===== config.mk =====
export PLATFORM = sky130hd
export DESIGN_NAME = wm_cycle_controller
export DESIGN_NICKNAME = d
export VERILOG_FILES = /design/src/rtl/wm_cycle_controller.sv
export SDC_FILE = /design/constraint.sdc
export NUM_CORES = 1
export LEC_CHECK = 0
export BUFFER_PORTS_ARGS = -buffer_cell sky130_fd_sc_hd__clkbuf_2
export CAP_MARGIN = 20
export CORE_ASPECT_RATIO = 0.75
export CORE_MARGIN = 2
export CORE_UTILIZATION = 30
export DETAILED_ROUTE_END_ITERATION = 8
export GPL_TIMING_DRIVEN = 0
export PLACE_DENSITY_LB_ADDON = 0.25
export SYNTH_ARGS = -nofsm -noshare
export SYNTH_HDL_FRONTEND = slang
export SYNTH_SLANG_ARGS = --single-unit

===== constraint.sdc =====
create_clock -name clk -period 2.6 [get_ports clk]
set_input_delay 0 -clock clk [delete_from_list [all_inputs] [get_ports clk]]
set_output_delay 0 -clock clk [all_outputs]
set_load 0.05 [all_outputs]

===== src/rtl/wm_cycle_controller.sv =====
// wm_cycle_controller: washing-machine sequencer (soap wash, NUM_RINSE rinses, spin) with fill/drain watchdogs.
// Optional macro WM_PAUSE_EN: pause in WASH/SPIN stops the motor and freezes the timer.
module wm_cycle_controller #(
  parameter int NUM_RINSE   = 1,
  parameter int TIMER_W     = 16,
  parameter int WASH_TICKS  = 1000,
  parameter int SPIN_TICKS  = 500,
  parameter int FILL_LIMIT  = 2000,
  parameter int DRAIN_LIMIT = 2000
) (
  input  logic       clk,
  input  logic       reset,
  input  logic       tick,
  input  logic       start,
  input  logic       door_close,
  input  logic       filled,
  input  logic       detergent_added,
  input  logic       drained,
  input  logic       pause,
  output logic       door_lock,
  output logic       motor_on,
  output logic       fill_valve_on,
  output logic       drain_valve_on,
  output logic       soap_wash,
  output logic       water_wash,
  output logic       done,
  output logic       fault,
  output logic [3:0] rinse_count,
  output logic [2:0] state
);
  localparam logic [2:0] S_IDLE = 3'd0, S_FILL = 3'd1, S_DET = 3'd2, S_WASH = 3'd3,
                         S_DRAIN = 3'd4, S_SPIN = 3'd5, S_DONE = 3'd6, S_FAULT = 3'd7;
  localparam logic [31:0] FILL_LAST  = 32'(FILL_LIMIT - 1);
  localparam logic [31:0] DRAIN_LAST = 32'(DRAIN_LIMIT - 1);
  localparam logic [31:0] WASH_LAST  = 32'(WASH_TICKS - 1);
  localparam logic [31:0] SPIN_LAST  = 32'(SPIN_TICKS - 1);
  localparam logic [3:0]  NR         = 4'(NUM_RINSE);
  logic [TIMER_W-1:0] timer;
  logic [31:0] t32;
  logic [2:0] nxt;
  logic paused, timed, fault_drained;
`ifdef WM_PAUSE_EN
  assign paused = pause && (state == S_WASH || state == S_SPIN);
`else
  logic unused_pause;
  assign unused_pause = pause;
  assign paused = 1'b0;
`endif
  assign t32 = 32'(timer);
  assign timed = state == S_FILL || state == S_WASH || state == S_DRAIN || state == S_SPIN;
  always_comb begin
    nxt = state;
    case (state)
      S_IDLE:  nxt = (start && door_close) ? S_FILL : S_IDLE;
      S_FILL:  nxt = filled ? (rinse_count == 4'd0 ? S_DET : S_WASH)
                   : (tick && t32 >= FILL_LAST) ? S_FAULT : S_FILL;
      S_DET:   nxt = detergent_added ? S_WASH : S_DET;
      S_WASH:  nxt = (tick && !paused && t32 == WASH_LAST) ? S_DRAIN : S_WASH;
      S_DRAIN: nxt = drained ? (rinse_count < NR ? S_FILL : S_SPIN)
                   : (tick && t32 >= DRAIN_LAST) ? S_FAULT : S_DRAIN;
      S_SPIN:  nxt = (tick && !paused && t32 == SPIN_LAST) ? S_DONE : S_SPIN;
      S_DONE:  nxt = start ? S_DONE : S_IDLE;
      default: nxt = S_FAULT;
    endcase
    // an open door overrides every other exit
    if (!door_close && state >= S_FILL && state <= S_SPIN) nxt = S_FAULT;
  end
  always_ff @(posedge clk) begin
    if (reset) begin
      state         <= S_IDLE;
      timer         <= '0;
      rinse_count   <= '0;
      fault_drained <= 1'b0;
    end else begin
      state         <= nxt;
      timer         <= (nxt != state) ? '0 : (tick && timed && !paused && timer != '1) ? timer + 1'b1 : timer;
      rinse_count   <= (nxt == S_IDLE || state == S_IDLE) ? 4'd0
                     : (state == S_DRAIN && nxt == S_FILL) ? rinse_count + 4'd1 : rinse_count;
      fault_drained <= state == S_FAULT && (fault_drained || drained);
    end
  end
  assign door_lock      = (state >= S_FILL && state <= S_SPIN) || (state == S_FAULT && !fault_drained);
  assign motor_on       = (state == S_WASH || state == S_SPIN) && !paused;
  assign fill_valve_on  = state == S_FILL;
  assign drain_valve_on = state == S_DRAIN || state == S_SPIN || state == S_FAULT;
  assign soap_wash      = (state == S_DET || state == S_WASH || state == S_DRAIN) && rinse_count == 4'd0;
  assign water_wash     = (state == S_FILL || state == S_WASH || state == S_DRAIN) && rinse_count != 4'd0;
  assign done           = state == S_DONE;
  assign fault          = state == S_FAULT;
endmodule


==> impl_metrics.prom <==
# TYPE chip_impl_metric gauge
chip_impl_info{name="outcome",value="finished clean"} 1
chip_impl_info{name="highest_signal_layer_in_the_routed_design",value="met4"} 1
chip_impl_info{name="synth_flop_cell",value="sky130_fd_sc_hd__dfxtp_1"} 1
chip_impl_metric{name="route.detailed.vias_per_inst",unit=""} 5.403
chip_impl_metric{name="core",unit="sq um"} 5295
chip_impl_metric{name="place_congestion",unit=""} 0.8497
chip_impl_metric{name="cap_violations",unit=""} 0
chip_impl_metric{name="final_report_hold_violation_count",unit=""} 0
chip_impl_metric{name="final_max_slew_viol_count",unit=""} 0
chip_impl_info{name="timing.critical_path.from_type",value="flop"} 1
chip_impl_info{name="cts.root.buffer_cell",value="sky130_fd_sc_hd__clkbuf_8"} 1
chip_impl_info{name="tritoncts",value="built"} 1
chip_impl_metric{name="totalPowerFinal",unit="W"} 0.002124
chip_impl_info{name="critical_path.reg2reg.endpoint",value="timer[12]"} 1
chip_impl_metric{name="post-route-period-util",unit=""} 0.9834
chip_impl_metric{name="fillerInstances",unit=""} 557
chip_impl_metric{name="hold_ws",unit="ns"} 0.02967
chip_impl_info{name="min_to",value="fault_drained"} 1
chip_impl_metric{name="power_density",unit="nW/um^2"} 993.2
chip_impl_metric{name="dieHeight",unit="microns"} 67.77
chip_impl_metric{name="worstPathArrival",unit="ns"} 2.77
chip_impl_metric{name="clock_latency",unit="ns"} 0.28
chip_impl_metric{name="numClockSinks",unit=""} 24
chip_impl_metric{name="setup_viol",unit=""} 0
chip_impl_metric{name="ff2ff_path_depth",unit=""} 8
chip_impl_info{name="rsz0062_at_grt",value="yes"} 1
chip_impl_metric{name="die-width",unit="microns"} 89.03
chip_impl_info{name="reg_to_reg_startpoint",value="timer[12]"} 1
chip_impl_info{name="worst_hold_path_type",value="primary input to flop"} 1
chip_impl_metric{name="placedInstanceArea",unit="sq um"} 1838
chip_impl_info{name="hold_path_startpoint",value="drained"} 1
chip_impl_metric{name="first_global_vias",unit=""} 1436
chip_impl_metric{name="synth-async-reset-ratio",unit=""} 0
chip_impl_metric{name="routed_wire_length_per_instance",unit="microns"} 15.51
chip_impl_metric{name="grt_start_max_net_pins",unit=""} 15
chip_impl_metric{name="syn2layout_area_growth",unit="%"} 31.46
chip_impl_metric{name="postSynthNetCount",unit=""} 202
chip_impl_metric{name="nNetsFinal",unit=""} 238
chip_impl_info{name="critical-path-slowest-cell",value="sky130_fd_sc_hd__or4_4"} 1
chip_impl_info{name="synth_top_cells_by_count",value="sky130_fd_sc_hd__dfxtp_1, sky130_fd_sc_hd__nor3_1, sky130_fd_sc_hd__nand3_1, sky130_fd_sc_hd__nor3_2, sky130_fd_sc_hd__nand2_1"} 1
chip_impl_metric{name="whs_path_depth",unit=""} 2
chip_impl_metric{name="layout-drive-gt1-share",unit=""} 0.3200
chip_impl_metric{name="wl_met1",unit="microns"} 2348
chip_impl_metric{name="io_pins",unit=""} 24
chip_impl_metric{name="crit_fanout",unit=""} 5
chip_impl_metric{name="ff2ff_setup_slack",unit="ns"} 0.04
chip_impl_metric{name="synth-warning-count",unit=""} 0
chip_impl_metric{name="initial_utilization",unit=""} 0.3072
chip_impl_metric{name="worst_slew_margin_rel",unit=""} 0.3639
chip_impl_metric{name="seq_total_area_yosys",unit=""} 0.2954
chip_impl_metric{name="critical-path-max-stage-delay",unit="ns"} 0.56
chip_impl_metric{name="dp.final_hpwl",unit="microns"} 3236
chip_impl_metric{name="worst_pin_slew",unit="ns"} 0.9468
chip_impl_metric{name="die_area",unit="sq um"} 6033
chip_impl_metric{name="synth-edff-count",unit=""} 0
chip_impl_info{name="critPathCaptureType",value="flop"} 1
chip_impl_metric{name="routed_wirelength",unit="microns"} 4653
chip_impl_metric{name="dr_drc_count",unit=""} 0
chip_impl_metric{name="portion_of_synthesized_cell_area_occupied_by_the_leading_cell_type",unit=""} 0.2954
chip_impl_info{name="post-synth-top-count-cell",value="sky130_fd_sc_hd__dfxtp_1"} 1
chip_impl_metric{name="htree_depth",unit=""} 1
chip_impl_metric{name="syn_inst",unit=""} 190
chip_impl_metric{name="cts.path.max_buffers",unit=""} 2
chip_impl_metric{name="regArea",unit="sq um"} 494.2
chip_impl_metric{name="finish.instance_area",unit="sq um"} 2138
chip_impl_metric{name="multi_input_comb_area",unit="sq um"} 1180
chip_impl_metric{name="clock_skew",unit="ns"} 0.007590
chip_impl_info{name="crit_chain",value="or4_4, a311o_1, a21o_1, a2111oi_4, o221ai_4, buf_6, buf_8, nor3_2"} 1
chip_impl_info{name="post-synth-top-area-cell",value="sky130_fd_sc_hd__dfxtp_1"} 1
chip_impl_metric{name="gr-total-overflow",unit=""} 0
chip_impl_metric{name="total_leakage_power",unit="nW"} 0.7385
chip_impl_metric{name="worst_ir_drop_vdd",unit="V"} 0.0002623
chip_impl_metric{name="gr_usage_total",unit=""} 0.1583
chip_impl_metric{name="cts_buffers",unit=""} 3
chip_impl_metric{name="antenna_cells",unit=""} 0
chip_impl_metric{name="final_period_minus_worst_setup_slack",unit="ns"} 2.557
chip_impl_metric{name="grt_first_pass_wirelength",unit="microns"} 7314
chip_impl_metric{name="syn_area_per_cell",unit="sq um"} 8.561
chip_impl_metric{name="drt.antenna.violating_nets",unit=""} 0
chip_impl_metric{name="detailroute.wirelength.met2",unit="microns"} 1900
chip_impl_metric{name="num_rows",unit=""} 23
chip_impl_metric{name="mappedNetlistArea",unit="sq um"} 1627
chip_impl_info{name="crit_path_category",value="flop to flop"} 1
chip_impl_metric{name="detailroute.via_count",unit=""} 1621
chip_impl_info{name="synth.top_cells.by_area",value="sky130_fd_sc_hd__dfxtp_1, sky130_fd_sc_hd__nor3_2, sky130_fd_sc_hd__nor3_1"} 1
chip_impl_metric{name="drt_first_iter_violations",unit=""} 120
chip_impl_metric{name="grt_antenna_before_repair",unit=""} 0
chip_impl_metric{name="data_required_time_at_the_worst_endpoint",unit="ns"} 2.81
chip_impl_metric{name="detail_route.first_pass.iterations",unit=""} 4
chip_impl_metric{name="max_freq",unit="GHz"} 0.3911
chip_impl_metric{name="number_of_port_buffers",unit=""} 22
chip_impl_metric{name="synth.ff_latch_count",unit=""} 24
chip_impl_metric{name="clock_input_transition_at_the_sequential_cells_of_the_worst_setup_and_hold_paths",unit="ns"} 0.10
chip_impl_metric{name="routed-wl-met3",unit="microns"} 325
chip_impl_metric{name="synthDistinctLibCells",unit=""} 52
## worst max-delay path by stage
stage / cells past startpoint / start / slack [ns] / to
2_1_floorplan: 7 / state[1] / 0.05 / timer[10]
4_1_cts: 8 / timer[0] / 0.005 / timer[5]
5_1_grt: 8 / timer[12] / -0.07 / timer[12]
3_3_place_gp: 8 / timer[0] / -0.29 / timer[5]
3_5_place_dp: 8 / timer[0] / -0.28 / timer[13]
6_report: 8 / timer[12] / 0.04 / timer[12]
## worst max-delay path: cells and delay by family (launching register included)
kind / cells / cell delay [ns]
buffers and inverters: 2 / 0.29
flip-flops: 1 / 0.37
AO/OA/AOI/OAI: 4 / 1.10
AND/OR/NAND/NOR: 2 / 0.72
## metrics by stage
step | setup WS [ns] | utilization | cells | setup TNS [ns]
final | 0.04326 | 0.4038 | 300 | 0
after global routing | -0.07341 | 0.4038 | 300 | -0.3014
after CTS | 0.004911 | 0.3752 | 296 | 0
after global placement | -0.2870 | 0.3471 | 287 | -3.638
after floorplan | 0.05260 | - | 190 | 0
after detailed placement | -0.2806 | 0.3471 | 287 | -3.341
## cell usage in the layout (no fill, tap or decap), types with 3 or more instances in the layout
master | netlist | routed
sky130_fd_sc_hd__clkbuf_1 | 4 | 3
sky130_fd_sc_hd__nand2b_1 | 4 | 4
sky130_fd_sc_hd__inv_1 | 9 | 9
sky130_fd_sc_hd__nor3_1 | 14 | 8
sky130_fd_sc_hd__o211ai_1 | 3 | 3
sky130_fd_sc_hd__clkbuf_2 | 0 | 22
sky130_fd_sc_hd__a211oi_1 | 5 | 4
sky130_fd_sc_hd__nand3_1 | 12 | 12
sky130_fd_sc_hd__nand3b_1 | 3 | 3
sky130_fd_sc_hd__o21ai_0 | 4 | 3
sky130_fd_sc_hd__clkbuf_8 | 0 | 3
sky130_fd_sc_hd__dfxtp_4 | 0 | 3
sky130_fd_sc_hd__and2_1 | 3 | 3
sky130_fd_sc_hd__dfxtp_1 | 24 | 19
sky130_fd_sc_hd__nand4_1 | 4 | 4
sky130_fd_sc_hd__buf_6 | 1 | 5
sky130_fd_sc_hd__buf_4 | 0 | 4
sky130_fd_sc_hd__a21oi_1 | 6 | 6
sky130_fd_sc_hd__nor3_2 | 11 | 15
sky130_fd_sc_hd__xor2_1 | 7 | 7
sky130_fd_sc_hd__and3_1 | 4 | 4
sky130_fd_sc_hd__xnor2_1 | 7 | 7
sky130_fd_sc_hd__nor2_1 | 7 | 7
sky130_fd_sc_hd__o2bb2ai_1 | 3 | 3
sky130_fd_sc_hd__a21o_1 | 3 | 3
sky130_fd_sc_hd__nand2_1 | 10 | 10
## what timing repair did
action,4_1_cts,5_1_grt
gates cloned,0,1
gates resized for setup,7,25
setup buffers,4,4
hold buffers,1,0
hold endpoints to repair,1,0
endpoints found under the setup margin,20,20
pin swaps,3,17
## flip-flops by register name, indices dropped and copies added (netlist names)
signal         flops
timer             16
rinse_count        4
state              3
fault_drained      1
## cell type report
cell class                 instances  share of cell area
multi-input combinational        150              0.5518
sequential                        24              0.2311
timing repair buffer              32              0.1030
tap                               75             0.04389
clock buffer                       3             0.01931
inverter                          10             0.01931
buffer                             5             0.01755
clock inverter                     1             0.01404
## power breakdown
part,switching (W),internal (W)
clock,0.000139,0.000206
sequential,0.0000486,0.000388
combinational,0.000886,0.000456
## layer usage
metal | vias up | GRT usage
met3 | 10 | 0.02689
met2 | 52 | 0.2015
met4 | 0 | 0.04851
met5 | - | 0
li1 | 786 | -
met1 | 773 | 0.2590
## cell families (layout without fill, tap and decap cells)
group           count (synthesis)  after routing  synth area share
fa+ha+maj                       3              3           0.02308
mux                             1              1          0.006154
xor+xnor                       14             14           0.07539
flops                          24             24            0.2954
buf+inv                        16             51           0.04230
simple gates                   86             86            0.3292
compound gates                 46             46            0.2285
No activity file was read; power rests on OpenSTA's default activity.
